`src/rtl/dmg_timer_pkg.sv`:
```
// Shared definitions for the DMG timer: register map, TAC tap selection and FSM states.
// Used by dmg_timer and dmg_timer_edge; see dmg_timer.sv for the DMG_TIMER_FREEZE_EN option.
package dmg_timer_pkg;

  localparam logic [1:0] REG_DIV  = 2'd0;
  localparam logic [1:0] REG_TIMA = 2'd1;
  localparam logic [1:0] REG_TMA  = 2'd2;
  localparam logic [1:0] REG_TAC  = 2'd3;

  localparam logic [1:0] TAC_SEL_4K   = 2'b00;
  localparam logic [1:0] TAC_SEL_262K = 2'b01;
  localparam logic [1:0] TAC_SEL_65K  = 2'b10;
  localparam logic [1:0] TAC_SEL_16K  = 2'b11;

  typedef enum logic [1:0] {
    IDLE   = 2'd0,
    DELAY  = 2'd1,
    RELOAD = 2'd2
  } state_t;

  // Divider bit that clocks TIMA for a given TAC[1:0] frequency select.
  function automatic int unsigned div_tap(input logic [1:0] tac_sel);
    int unsigned tap;
    case (tac_sel)
      TAC_SEL_4K:   tap = 32'd9;
      TAC_SEL_262K: tap = 32'd3;
      TAC_SEL_65K:  tap = 32'd5;
      TAC_SEL_16K:  tap = 32'd7;
      default:      tap = 32'd9;
    endcase
    return tap;
  endfunction

endpackage

```
`src/rtl/dmg_timer_edge.sv`:
```
// Gated tick mux with a falling-edge detector; also usable with all four taps tied
// to a single divider bit (e.g. the APU frame sequencer off div[12]).
module dmg_timer_edge
  import dmg_timer_pkg::*;
(
  input  logic       clk,
  input  logic       res,
  input  logic [3:0] src,
  input  logic [1:0] sel,
  input  logic       en,
  input  logic       hold,
  output logic       fall
);

  logic tick_s;
  logic tick_prev_r;

  // Selected divider bit gated by the enable; disabling while high is a real edge.
  always_comb begin
    tick_s = en & src[sel];
  end

  // History of the gated tick; frozen while hold is asserted so release adds no edge.
  always_ff @(posedge clk) begin
    if (res) begin
      tick_prev_r <= 1'b0;
    end else if (hold) begin
      tick_prev_r <= tick_prev_r;
    end else begin
      tick_prev_r <= tick_s;
    end
  end

  // Falling edge of the gated tick, suppressed during hold.
  always_comb begin
    fall = tick_prev_r & ~tick_s & ~hold;
  end

endmodule

```
`src/rtl/dmg_timer.sv`:
```
// DMG DIV/TIMA/TMA/TAC timer with delayed TMA reload and one-cycle IRQ pulse.
// Optional DMG_TIMER_FREEZE_EN adds a freeze input that halts div, tima and edge history.
module dmg_timer
  import dmg_timer_pkg::*;
#(
  parameter int DIV_WIDTH    = 16,
  parameter int RELOAD_DELAY = 4
) (
  input  logic       clk,
  input  logic       res,
  input  logic [1:0] addr,
  input  logic       sel,
  input  logic       wr,
  input  logic [7:0] din,
`ifdef DMG_TIMER_FREEZE_EN
  input  logic       freeze,
`endif
  output logic [7:0] dout,
  output logic       irq
);

  localparam int CNT_W = (RELOAD_DELAY > 1) ? $clog2(RELOAD_DELAY) : 1;
  localparam logic [CNT_W-1:0] CNT_LAST = CNT_W'(RELOAD_DELAY - 1);

  logic [DIV_WIDTH-1:0] div_r;
  logic [7:0]           tima_r;
  logic [7:0]           tma_r;
  logic [2:0]           tac_r;
  state_t               state_r;
  logic [CNT_W-1:0]     cnt_r;
  logic                 irq_r;

  logic [7:0]       tima_s;
  logic [7:0]       tma_next_s;
  state_t           state_s;
  logic [CNT_W-1:0] cnt_s;
  logic             wr_div_s;
  logic             wr_tima_s;
  logic             wr_tma_s;
  logic             wr_tac_s;
  logic             freeze_s;
  logic             fall_s;
  logic [3:0]       src_s;

  // Register write decode.
  always_comb begin
    wr_div_s  = sel & wr & (addr == REG_DIV);
    wr_tima_s = sel & wr & (addr == REG_TIMA);
    wr_tma_s  = sel & wr & (addr == REG_TMA);
    wr_tac_s  = sel & wr & (addr == REG_TAC);
    tma_next_s = wr_tma_s ? din : tma_r;
`ifdef DMG_TIMER_FREEZE_EN
    freeze_s = freeze;
`else
    freeze_s = 1'b0;
`endif
  end

  for (genvar i = 0; i < 4; i++) begin : g_tap
    assign src_s[i] = div_r[div_tap(2'(i))];
  end

  dmg_timer_edge u_edge (
    .clk  (clk),
    .res  (res),
    .src  (src_s),
    .sel  (tac_r[1:0]),
    .en   (tac_r[2]),
    .hold (freeze_s),
    .fall (fall_s)
  );

  // Free-running divider; any DIV write clears it, even while frozen.
  always_ff @(posedge clk) begin
    if (res) begin
      div_r <= '0;
    end else if (wr_div_s) begin
      div_r <= '0;
    end else if (freeze_s) begin
      div_r <= div_r;
    end else begin
      div_r <= div_r + DIV_WIDTH'(1);
    end
  end

  // TMA and TAC configuration registers.
  always_ff @(posedge clk) begin
    if (res) begin
      tma_r <= 8'h00;
      tac_r <= 3'b000;
    end else begin
      tma_r <= tma_next_s;
      tac_r <= wr_tac_s ? din[2:0] : tac_r;
    end
  end

  // Overflow/reload sequencer and TIMA next value; CPU writes outrank tick edges.
  always_comb begin
    state_s = state_r;
    cnt_s   = cnt_r;
    tima_s  = tima_r;
    case (state_r)
      IDLE: begin
        if (wr_tima_s) begin
          tima_s = din;
        end else if (fall_s) begin
          if (tima_r == 8'hFF) begin
            tima_s  = 8'h00;
            state_s = DELAY;
            cnt_s   = '0;
          end else begin
            tima_s = tima_r + 8'd1;
          end
        end else begin
          tima_s = tima_r;
        end
      end
      DELAY: begin
        if (wr_tima_s) begin
          tima_s  = din;
          state_s = IDLE;
          cnt_s   = '0;
        end else if (cnt_r == CNT_LAST) begin
          tima_s  = tma_next_s;
          state_s = RELOAD;
          cnt_s   = '0;
        end else begin
          cnt_s = cnt_r + CNT_W'(1);
        end
      end
      RELOAD: begin
        // TIMA tracks TMA (including a same-cycle TMA write); TIMA writes are dropped.
        tima_s  = tma_next_s;
        state_s = IDLE;
      end
      default: begin
        state_s = IDLE;
        cnt_s   = '0;
      end
    endcase
  end

  // Sequencer state, TIMA and the registered IRQ pulse.
  always_ff @(posedge clk) begin
    if (res) begin
      state_r <= IDLE;
      cnt_r   <= '0;
      tima_r  <= 8'h00;
      irq_r   <= 1'b0;
    end else begin
      state_r <= state_s;
      cnt_r   <= cnt_s;
      tima_r  <= tima_s;
      irq_r   <= (state_s == RELOAD);
    end
  end

  // Read mux.
  always_comb begin
    case (addr)
      REG_DIV:  dout = div_r[DIV_WIDTH-1 -: 8];
      REG_TIMA: dout = tima_r;
      REG_TMA:  dout = tma_r;
      REG_TAC:  dout = {5'b11111, tac_r};
      default:  dout = 8'h00;
    endcase
  end

  assign irq = irq_r;

endmodule

```
`config.mk`:
```
export PLATFORM = sky130hd
export DESIGN_NAME = dmg_timer
export DESIGN_NICKNAME = d
export VERILOG_FILES = /design/src/rtl/dmg_timer_pkg.sv /design/src/rtl/dmg_timer_edge.sv /design/src/rtl/dmg_timer.sv
export SDC_FILE = /design/constraint.sdc
export NUM_CORES = 1
export LEC_CHECK = 0
export ABC_CLOCK_PERIOD_IN_PS = 3700
export CELL_PAD_IN_SITES_DETAIL_PLACEMENT = 1
export CELL_PAD_IN_SITES_GLOBAL_PLACEMENT = 2
export CORE_UTILIZATION = 41
export DETAILED_ROUTE_END_ITERATION = 16
export DONT_BUFFER_PORTS = 1
export HOLD_SLACK_MARGIN = 0.12
export MAX_ROUTING_LAYER = met4
export PLACE_DENSITY_LB_ADDON = 0.1
export REMOVE_ABC_BUFFERS = 1
export SYNTH_ARGS = -nofsm -noshare
export SYNTH_HDL_FRONTEND = slang
export SYNTH_SLANG_ARGS = --single-unit
```
`constraint.sdc`:
```
create_clock -name clk -period 3.7 [get_ports clk]
set_input_delay 0.555 -clock clk [delete_from_list [all_inputs] [get_ports clk]]
set_output_delay 0.555 -clock clk [all_outputs]
set_load 0.02 [all_outputs]
```
* Word-level counts from Yosys, hierarchy flattened
Index checks and enable logic that the tools add are counted.
Widths: inputs -> output; s select.
** Storage, ports and cells
- Register bits :: 41
- Input bits :: 14
- Logic and storage cells :: 62
** Operators by class
- Bitwise operators :: 9
- $add $sub $neg :: 3
- Reduce and logical (&&, ||, !) cells :: 6
- Multiplexer cells :: 22
- Order comparisons :: 1
- Equal/unequal tests :: 13
** Operator list (count)
- $mux 8 :: 6
- $pmux 8 s4 :: 1
- $pmux 8 s3 :: 1
- $mux 2 :: 10
- $add 16x1->16 const B :: 1
- $eq 2x2->1 const B :: 5
- $add 8x1->8 const B :: 1
- $eq 8x8->1 const B :: 1
- $and 1x1->1 :: 7
- $ne 2x2->1 const B :: 3
- $ne 3x3->1 const B :: 2
- $pmux 2 s3 :: 1
- $eq 2x1->1 const B :: 2
- $logic_not 2->1 :: 2
- $pmux 2 s2 :: 1
- $reduce_and 4->1 :: 1
- $lt 2x3->1 const B :: 1
- $reduce_and 3->1 :: 1
- $reduce_bool 3->1 :: 1
- $add 2x1->2 const B :: 1
- $bmux 1 s2 :: 1
- $not 1->1 :: 2
- $reduce_or 2->1 :: 1
- $mux 1 :: 1

* Logic depth before layout (Yosys ltp)
Gate-level depths: netlist of run 1.
- Depth in word-level cells :: 9
- Mapped depth :: 9

* By module
Synthesis of run 1 repeated with hierarchy kept, for this count alone.
** Unflattened totals
- Cell total of the unflattened synthesis :: 272
- Area, all modules :: 2371.0 um^2
** Modules (own cells, without submodules)
- dmg_timer :: cells each 262, area each 2293.4 um^2, times used 1, sequential area each 800.8 um^2
- dmg_timer_edge :: cells each 10, area each 77.6 um^2, times used 1, sequential area each 20.0 um^2

* Worst setup path before layout of run 1
No wires, ideal clock.
- Kind :: input to output
- From :: input addr[1]
- To :: output dout[0]
- Slack :: 1.640 ns
- Stages :: 3
- Arrival time :: 1.505 ns
- Path buffers :: 2
- Cells stage by stage :: buf_2 > buf_2 > mux4_2
** Between the ends
- Word-level cells in the longest chain between the ends :: 2
- Elaborated cells between the ends (all ways) :: 5
- Those cells by class :: eq/ne (3); mux (1); reduce/logical (1)
** Ends and longest elaborated chain
- start, declared :: RTL line dmg_timer.sv:11 : input logic [1:0] addr,
- $eq 2x2->1, or another cell as far along :: RTL line dmg_timer.sv:160 : case (addr)
- $pmux 8 s4 * :: RTL line dmg_timer.sv:160
- end, declared :: RTL line dmg_timer.sv:18 : output logic [7:0] dout,
Mark *: on every way between the ends. The rest lies on a longest branch, timed or not.

* Worst setup path in the final report of run 1
- From :: register state_r[0]
- To :: register tima_r[5]
** Between the ends
- Word-level cells in the longest chain between the ends :: 3
- Elaborated cells between the ends (all ways) :: 8
- Those cells by class :: eq/ne (4); mux (1); reduce/logical (3)
** Ends and longest elaborated chain
- start, declared :: RTL line dmg_timer.sv:29 : state_t state_r;
- start signal, assigned :: RTL line dmg_timer.sv:151 : state_r <= state_s;
- $eq 2x1->1, or another cell as far along :: RTL line dmg_timer.sv:102 : case (state_r)
- $ne 3x3->1 (no line) or $reduce_bool 3->1 (tied branches)
- $reduce_and 3->1 (no line)
- end signal, assigned :: RTL line dmg_timer.sv:153 : tima_r <= tima_s;
- end, declared :: RTL line dmg_timer.sv:26 : logic [7:0] tima_r;
Several ways; a longest one is shown, not always the timed one.
A chain may end at the register's enable or synchronous reset.

==> results.sh, run 1 <==
export IMPL_cts_resized=0
export IMPL_worst_pin_slew_ns=0.5976
export IMPL_p_int_mw=0.6871
export IMPL_postSynthCellCount=280
export IMPL_wl_per_cell_um=17.48
export IMPL_cts_max_level=2
export IMPL_syn_avg_cell_area_um2=8.405
export IMPL_start_util_pct=42.74
export IMPL_reg2regPathDepth=6
export IMPL_core_um2=5507
export IMPL_dr_pass1_iters=4
export IMPL_min_period_ns=2.069
export IMPL_cts_tree="yes"
export IMPL_fmax_mhz=483.3
export IMPL_fin_util_pct=45.04
export IMPL_grt_pass1_wl_um=10240
export IMPL_hold_depth=1
export IMPL_hold_path_end="tma_r[6]"
export IMPL_r2r_end="tima_r[5]"
export IMPL_portBuffers=0
export IMPL_fp_dieW_um=77.77
export IMPL_ys_flop_type="dfxtp_1"
export IMPL_rows=27
export IMPL_p_sw_share_pct=21.83
export IMPL_end_kind="flip-flop"
export IMPL_via_per_inst=5.704
export IMPL_finalHoldViolCount=0
export IMPL_clockBufferDepth=2
export IMPL_start_kind="flip-flop"
export IMPL_clk_pin_slew_worst_paths_ns=0.08
export IMPL_synth_seq_cells=41
export IMPL_clockPowerShare_pct=43.1
export IMPL_async_flop_share_pct=0
export IMPL_yosys_warnings=0
export IMPL_maxCapViolCount=0
export IMPL_ys_seq_area_share_pct=34.88
export IMPL_pin_count=23
export IMPL_ctsHoldBuffers=0
export IMPL_dr_first_iter_drc_count=105
export IMPL_antenna_cells=0
export IMPL_hold_path_class="input port to flip-flop"
export IMPL_crit_type="flip-flop to flip-flop"
export IMPL_clkLatencyLatePin_ns=0.29
export IMPL_dpl_cell_area_um2=2364
export IMPL_drcViolationCount=0
export IMPL_stdcell_area_um2=2480
export IMPL_worstPathRequired_ns=3.87
export IMPL_ir_drop_mv=0.1507
export IMPL_root_buffer="clkbuf_8"
export IMPL_chipHeight_um=77.77
export IMPL_ant_nets=0
export IMPL_power_switching_mw=0.1919
export IMPL_cts_num_sinks=41
export IMPL_hp_start="res"
export IMPL_grt_util_all_layers_pct=22.32
export IMPL_syn_area_um2=2354
export IMPL_combinationalPowerShare_pct=5.1
export IMPL_whs_ns=0.3173
export IMPL_grt_remaining_overflow=0
export IMPL_pre_cts_slack_ns=1.650
export IMPL_status="complete, no violations"
export IMPL_crit_fanout=12
export IMPL_place_gp_congestion=0.7981
export IMPL_seqPwrFrac_pct=51.7
export IMPL_synth_edf_count=0
export IMPL_skew_ns=0.006976
export IMPL_dieArea_um2=6047
export IMPL_dp_hpwl_um=4494
export IMPL_ff2ff_setup_slack_ns=1.63
export IMPL_area_delta_synth_final_pct=5.370
export IMPL_p_per_area_nw_per_um2=354.4
export IMPL_numCtsBuffers=5
export IMPL_maxSlewViolCount=0
export IMPL_cp_arrival_ns=2.24
export IMPL_relSlewSlack_pct=60.04
export IMPL_grt_max_degree=28
export IMPL_totalWireLength_um=6029
export IMPL_cts_setup_buffers=0
export IMPL_reg2reg_from="state_r[0]"
export IMPL_rsz0062_at_grt="no"
export IMPL_synth_cell_types=50
export IMPL_grt_pass1_vias=1928
export IMPL_post_route_period_util_pct=55.93
export IMPL_setup_viol=0
export IMPL_fin_nets=293
export IMPL_vias=1968
export IMPL_setup_tns_ns=0
export IMPL_grt_antenna_before_repair=0
export IMPL_total_leakage_power_nw=0.9014
export IMPL_timing_final_ws_setup_ns=1.631
export IMPL_drive_gt1_share_pct=8.791
flip-flops by register name, summed over array words and instances (netlist names):
name	cells
cnt_r	2
div_r	16
irq	1
state_r	2
tac_r	3
tima_r	8
tma_r	8
u_edge.tick_prev_r	1
worst max path at each step:
stage / startpoint / to / slack [ns] / cells past startpoint
2_1_floorplan: addr[0] / dout[4] / 2.02 / 2
4_1_cts: state_r[0] / tima_r[3] / 1.64 / 6
3_5_place_dp: state_r[0] / tima_r[3] / 1.65 / 6
6_report: state_r[0] / tima_r[5] / 1.63 / 6
3_3_place_gp: state_r[0] / tima_r[6] / 1.73 / 6
5_1_grt: state_r[0] / tima_r[1] / 1.44 / 6
cells in the mapped netlist, drive strengths merged, types with 2 or more instances:
| cell | number | area, um^2 |
|---|---|---|
| a21oi | 23 | 115.1 |
| a221oi | 3 | 26.28 |
| a222oi | 2 | 20.02 |
| a22oi | 2 | 15.01 |
| a31oi | 4 | 31.28 |
| and3 | 4 | 25.02 |
| and4b | 2 | 20.02 |
| buf | 11 | 65.05 |
| clkbuf | 4 | 15.01 |
| dfxtp | 41 | 820.8 |
| ha | 7 | 87.58 |
| inv | 14 | 52.55 |
| mux2 | 3 | 33.78 |
| mux2i | 10 | 100.1 |
| mux4 | 3 | 67.56 |
| nand2 | 24 | 90.09 |
| nand2b | 5 | 31.28 |
| nand3 | 12 | 65.06 |
| nand4 | 5 | 31.28 |
| nand4b | 2 | 38.78 |
| nor2 | 35 | 133.9 |
| nor2b | 2 | 12.51 |
| nor3 | 9 | 45.04 |
| o21ai | 10 | 50.04 |
| o22a | 6 | 52.55 |
| o2bb2ai | 2 | 17.52 |
| o31ai | 2 | 15.01 |
| o32ai | 3 | 26.28 |
| or2 | 2 | 12.51 |
| or3 | 6 | 40.03 |
| xnor2 | 11 | 96.34 |
| xor2 | 2 | 17.52 |
power by group through the flow:
stage	registers, mW	clock network [mW]	logic (mW)
5_1_grt	0.456	0.414	0.0505
6_report	0.455	0.379	0.0452
3_3_place_gp	0.465	0	0.0451
4_1_cts	0.455	0.393	0.0458
3_5_place_dp	0.465	0	0.0455
2_1_floorplan	0.463	0	0.0382
metrics by stage:
step | total power [mW] | cells
floorplan | 0.5009 | 265
global placement | 0.5102 | 337
detailed placement | 0.5107 | 337
CTS | 0.8932 | 345
global route | 0.9202 | 345
finish | 0.8789 | 345
cell usage in the layout (no fill, tap or decap), types with 3 or more instances in the layout:
master    synthesis  layout
and3_1            4       4
nand4_1           5       5
a21oi_1          23      23
or3_1             4       4
mux2_2            3       3
mux4_2            3       3
nand2b_1          5       5
o21ai_0           9       9
o22a_1            6       6
a31oi_1           3       3
ha_1              7       7
dfxtp_1          41      41
clkbuf_8          0       6
nand2_1          24      24
nor2_1           34      34
xnor2_1          11      11
o32ai_1           3       3
nand3_1          11      11
mux2i_1          10      10
a221oi_1          3       3
inv_1            14      14
nor3_1            9       9
per-layer routing:
layer / up-vias / wire [um] / global-route usage (%) / share of wire, %
met5: - / 0 / - / 0
met4: 0 / 61 / 5.660 / 1.0
met3: 6 / 178 / 4.235 / 3.0
met2: 28 / 2672 / 33.10 / 44
met1: 949 / 3118 / 31.00 / 52
li1: 985 / - / - / -
layout make-up:
type	instances	area, um^2
inverter	14	52.55
fill	672	3027
clock inverter	1	30.03
sequential	41	820.8
tap	72	90.09
multi-input combinational	210	1400
clock buffer	7	86.33
critical path, stage by stage, from the launching register on:
cell and delay (ns):
dfxtp_1 0.43, ha_1 0.37, nand2b_1 0.15, o2bb2ai_1 0.16, a31oi_2 0.50, or2_2 0.26, o32ai_1 0.08
logic make-up after synthesis:
family / synth area share, %
simple gates: 25.36
buf+inv: 5.635
fa+ha+maj: 3.721
xor+xnor: 4.838
compound gates: 17.01
flops: 34.88
mux: 8.559
Note: power is estimated with default switching activity, not from simulation.
==> run 2, diff against run 1 <==
ABC_CLOCK_PERIOD_IN_PS = 1800   (was 3700)
CORE_UTILIZATION = 34   (was 41)
clock period = 1.8 ns   (was 3.7 ns; I/O delays follow)
==> run 2 against run 1 <==
- worst setup slack worse by 1.5 ns
- clock power rose by 140%
- die area is 20% higher
- critical endpoint is now tima_r[6]
- sequential power rose by 110%
==> results.sh, run 2 (same netlist as run 1, synthesis figures left out) <==
export IMPL_status="complete, no violations"
export IMPL_path_cells="inv_1, ha_4, nand2b_1, a21oi_1, nor2_2, a222oi_1, o32ai_1"
export IMPL_relSlewSlack_pct=74.49
export IMPL_dr_pass1_iters=5
export IMPL_fp_dieW_um=85.20
export IMPL_layout_commonest_cell="dfxtp_1"
export IMPL_regMostFlops="div_r"
export IMPL_p_total_mw=1.939
export IMPL_crit_type="flip-flop to flip-flop"
export IMPL_crit_buf_inv=1
export IMPL_crit_end="tima_r[6]"
export IMPL_grt_max_degree=28
export IMPL_post_route_period_util_pct=92.43
export IMPL_maxCapViolCount=0
export IMPL_rows=29
export IMPL_crit_cells=7
export IMPL_ant_nets=0
export IMPL_hold_path_class="input port to flip-flop"
export IMPL_cp_top_family="compound AO/OA/AOI/OAI gates"
export IMPL_clk_pin_slew_worst_paths_ns=0.08
export IMPL_r2r_end="tima_r[6]"
export IMPL_cts_max_level=2
export IMPL_setup_tns_ns=0
export IMPL_totalWireLength_um=6611
export IMPL_end_kind="flip-flop"
export IMPL_via_per_inst=5.540
export IMPL_setup_viol=0
export IMPL_slowest_delay_ns=0.38
export IMPL_total_leakage_power_nw=1.067
export IMPL_reg2reg_from="state_r[0]"
export IMPL_grt_pass1_wl_um=11110
export IMPL_ir_drop_mv=0.2821
export IMPL_rsz0062_at_grt="no"
export IMPL_p_per_area_nw_per_um2=702.5
export IMPL_pin_count=23
export IMPL_core_um2=6531
export IMPL_cp_arrival_ns=1.83
export IMPL_dp_hpwl_um=4897
export IMPL_place_gp_congestion=0.8817
export IMPL_worstPathRequired_ns=1.97
export IMPL_ctsHoldBuffers=12
export IMPL_min_period_ns=1.664
export IMPL_start_util_pct=36.03
export IMPL_fillers=777
export IMPL_fmax_mhz=601.1
export IMPL_layout_common_cells="dfxtp_1 (39), nor2_1 (33), nand2_1 (24)"
export IMPL_clkLatencyLatePin_ns=0.30
export IMPL_dr_first_iter_drc_count=82
export IMPL_skew_ns=0.01092
export IMPL_clockBufferDepth=2
export IMPL_drive_gt1_share_pct=15.38
export IMPL_start_kind="flip-flop"
export IMPL_largest_reg_flops=16
export IMPL_reg2regPathDepth=7
export IMPL_grt_pass1_vias=2137
export IMPL_grt_remaining_overflow=0
export IMPL_portBuffers=0
export IMPL_drcViolationCount=0
export IMPL_cts_tree="yes"
export IMPL_finalHoldViolCount=0
export IMPL_grt_util_all_layers_pct=20.30
export IMPL_ff2ff_setup_slack_ns=0.14
export IMPL_fin_nets=319
export IMPL_dieArea_um2=7259
export IMPL_chipHeight_um=85.20
export IMPL_vias=2083
export IMPL_cts_num_sinks=41
export IMPL_reg_top3="div_r x16, tima_r x8, tma_r x8"
export IMPL_root_buffer="clkbuf_8"
export IMPL_crit_fanout=8
export IMPL_numCtsBuffers=5
export IMPL_antenna_cells=0
export IMPL_worst_pin_slew_ns=0.3813
export IMPL_cp_startpoint="state_r[0]"
export IMPL_area_delta_synth_final_pct=17.28
export IMPL_maxSlewViolCount=0
export IMPL_grt_antenna_before_repair=0
export IMPL_cpMaxStageDelayCell="dfxtp_1"
export IMPL_wl_per_cell_um=17.58
-- run 2: cell type report --
cell class	count	area, um^2	share of cell area (%)
clock buffer	5	68.82	2.493
clock inverter	3	65.06	2.357
inverter	14	52.55	1.904
multi-input combinational	210	1429	51.77
sequential	41	823.3	29.83
tap	77	96.34	3.490
timing repair buffer	26	225.2	8.160
-- run 2: how the worst min path moves through the flow --
stage | from | endpoint | slack, ns | cells after the start
after floorplan | res | state_r[0] | 0.34 | 1
final | res | cnt_r[1] | 0.04 | 1
after global placement | res | tma_r[5] | 0.34 | 1
after global routing | res | cnt_r[1] | 0.02 | 1
after CTS | res | cnt_r[1] | 0.03 | 1
after detailed placement | res | tma_r[3] | 0.34 | 1
-- run 2: per-layer routing --
layer / vias up / part of all wire, % / GRT usage [%]
met5: - / 0 / -
met4: 0 / 1.7 / 5.855
met3: 9 / 2.8 / 3.405
met2: 31 / 44 / 30.28
met1: 1004 / 51 / 28.18
li1: 1039 / - / -
-- run 2: report_power, final --
group	internal [mW]	total [mW]	switching (mW)
clock network	0.552	0.897	0.346
registers	0.920	0.933	0.0133
logic	0.0510	0.108	0.0572
-- run 2: timing repair --
| action | CTS | global route |
|---|---|---|
| hold endpoints to repair | 22 | 10 |
| buffers inserted | 0 | 0 |
| resized for setup | 0 | 9 |
| endpoints found under the setup margin | 0 | 8 |
-- run 2: stage by stage --
step / cell area, um^2 / utilization, % / cells / setup slack (ns) / hold slack [ns]
after floorplan: 2273 / - / 265 / 0.1291 / 0.3391
after global placement: 2475 / 37.89 / 356 / 0.03750 / 0.3420
after detailed placement: 2475 / 37.89 / 356 / 0.007894 / 0.3443
after CTS: 2729 / 41.78 / 376 / 0.006630 / 0.03441
after global routing: 2760 / 42.26 / 376 / 0.009089 / 0.02423
final: 2760 / 42.26 / 376 / 0.1364 / 0.03927
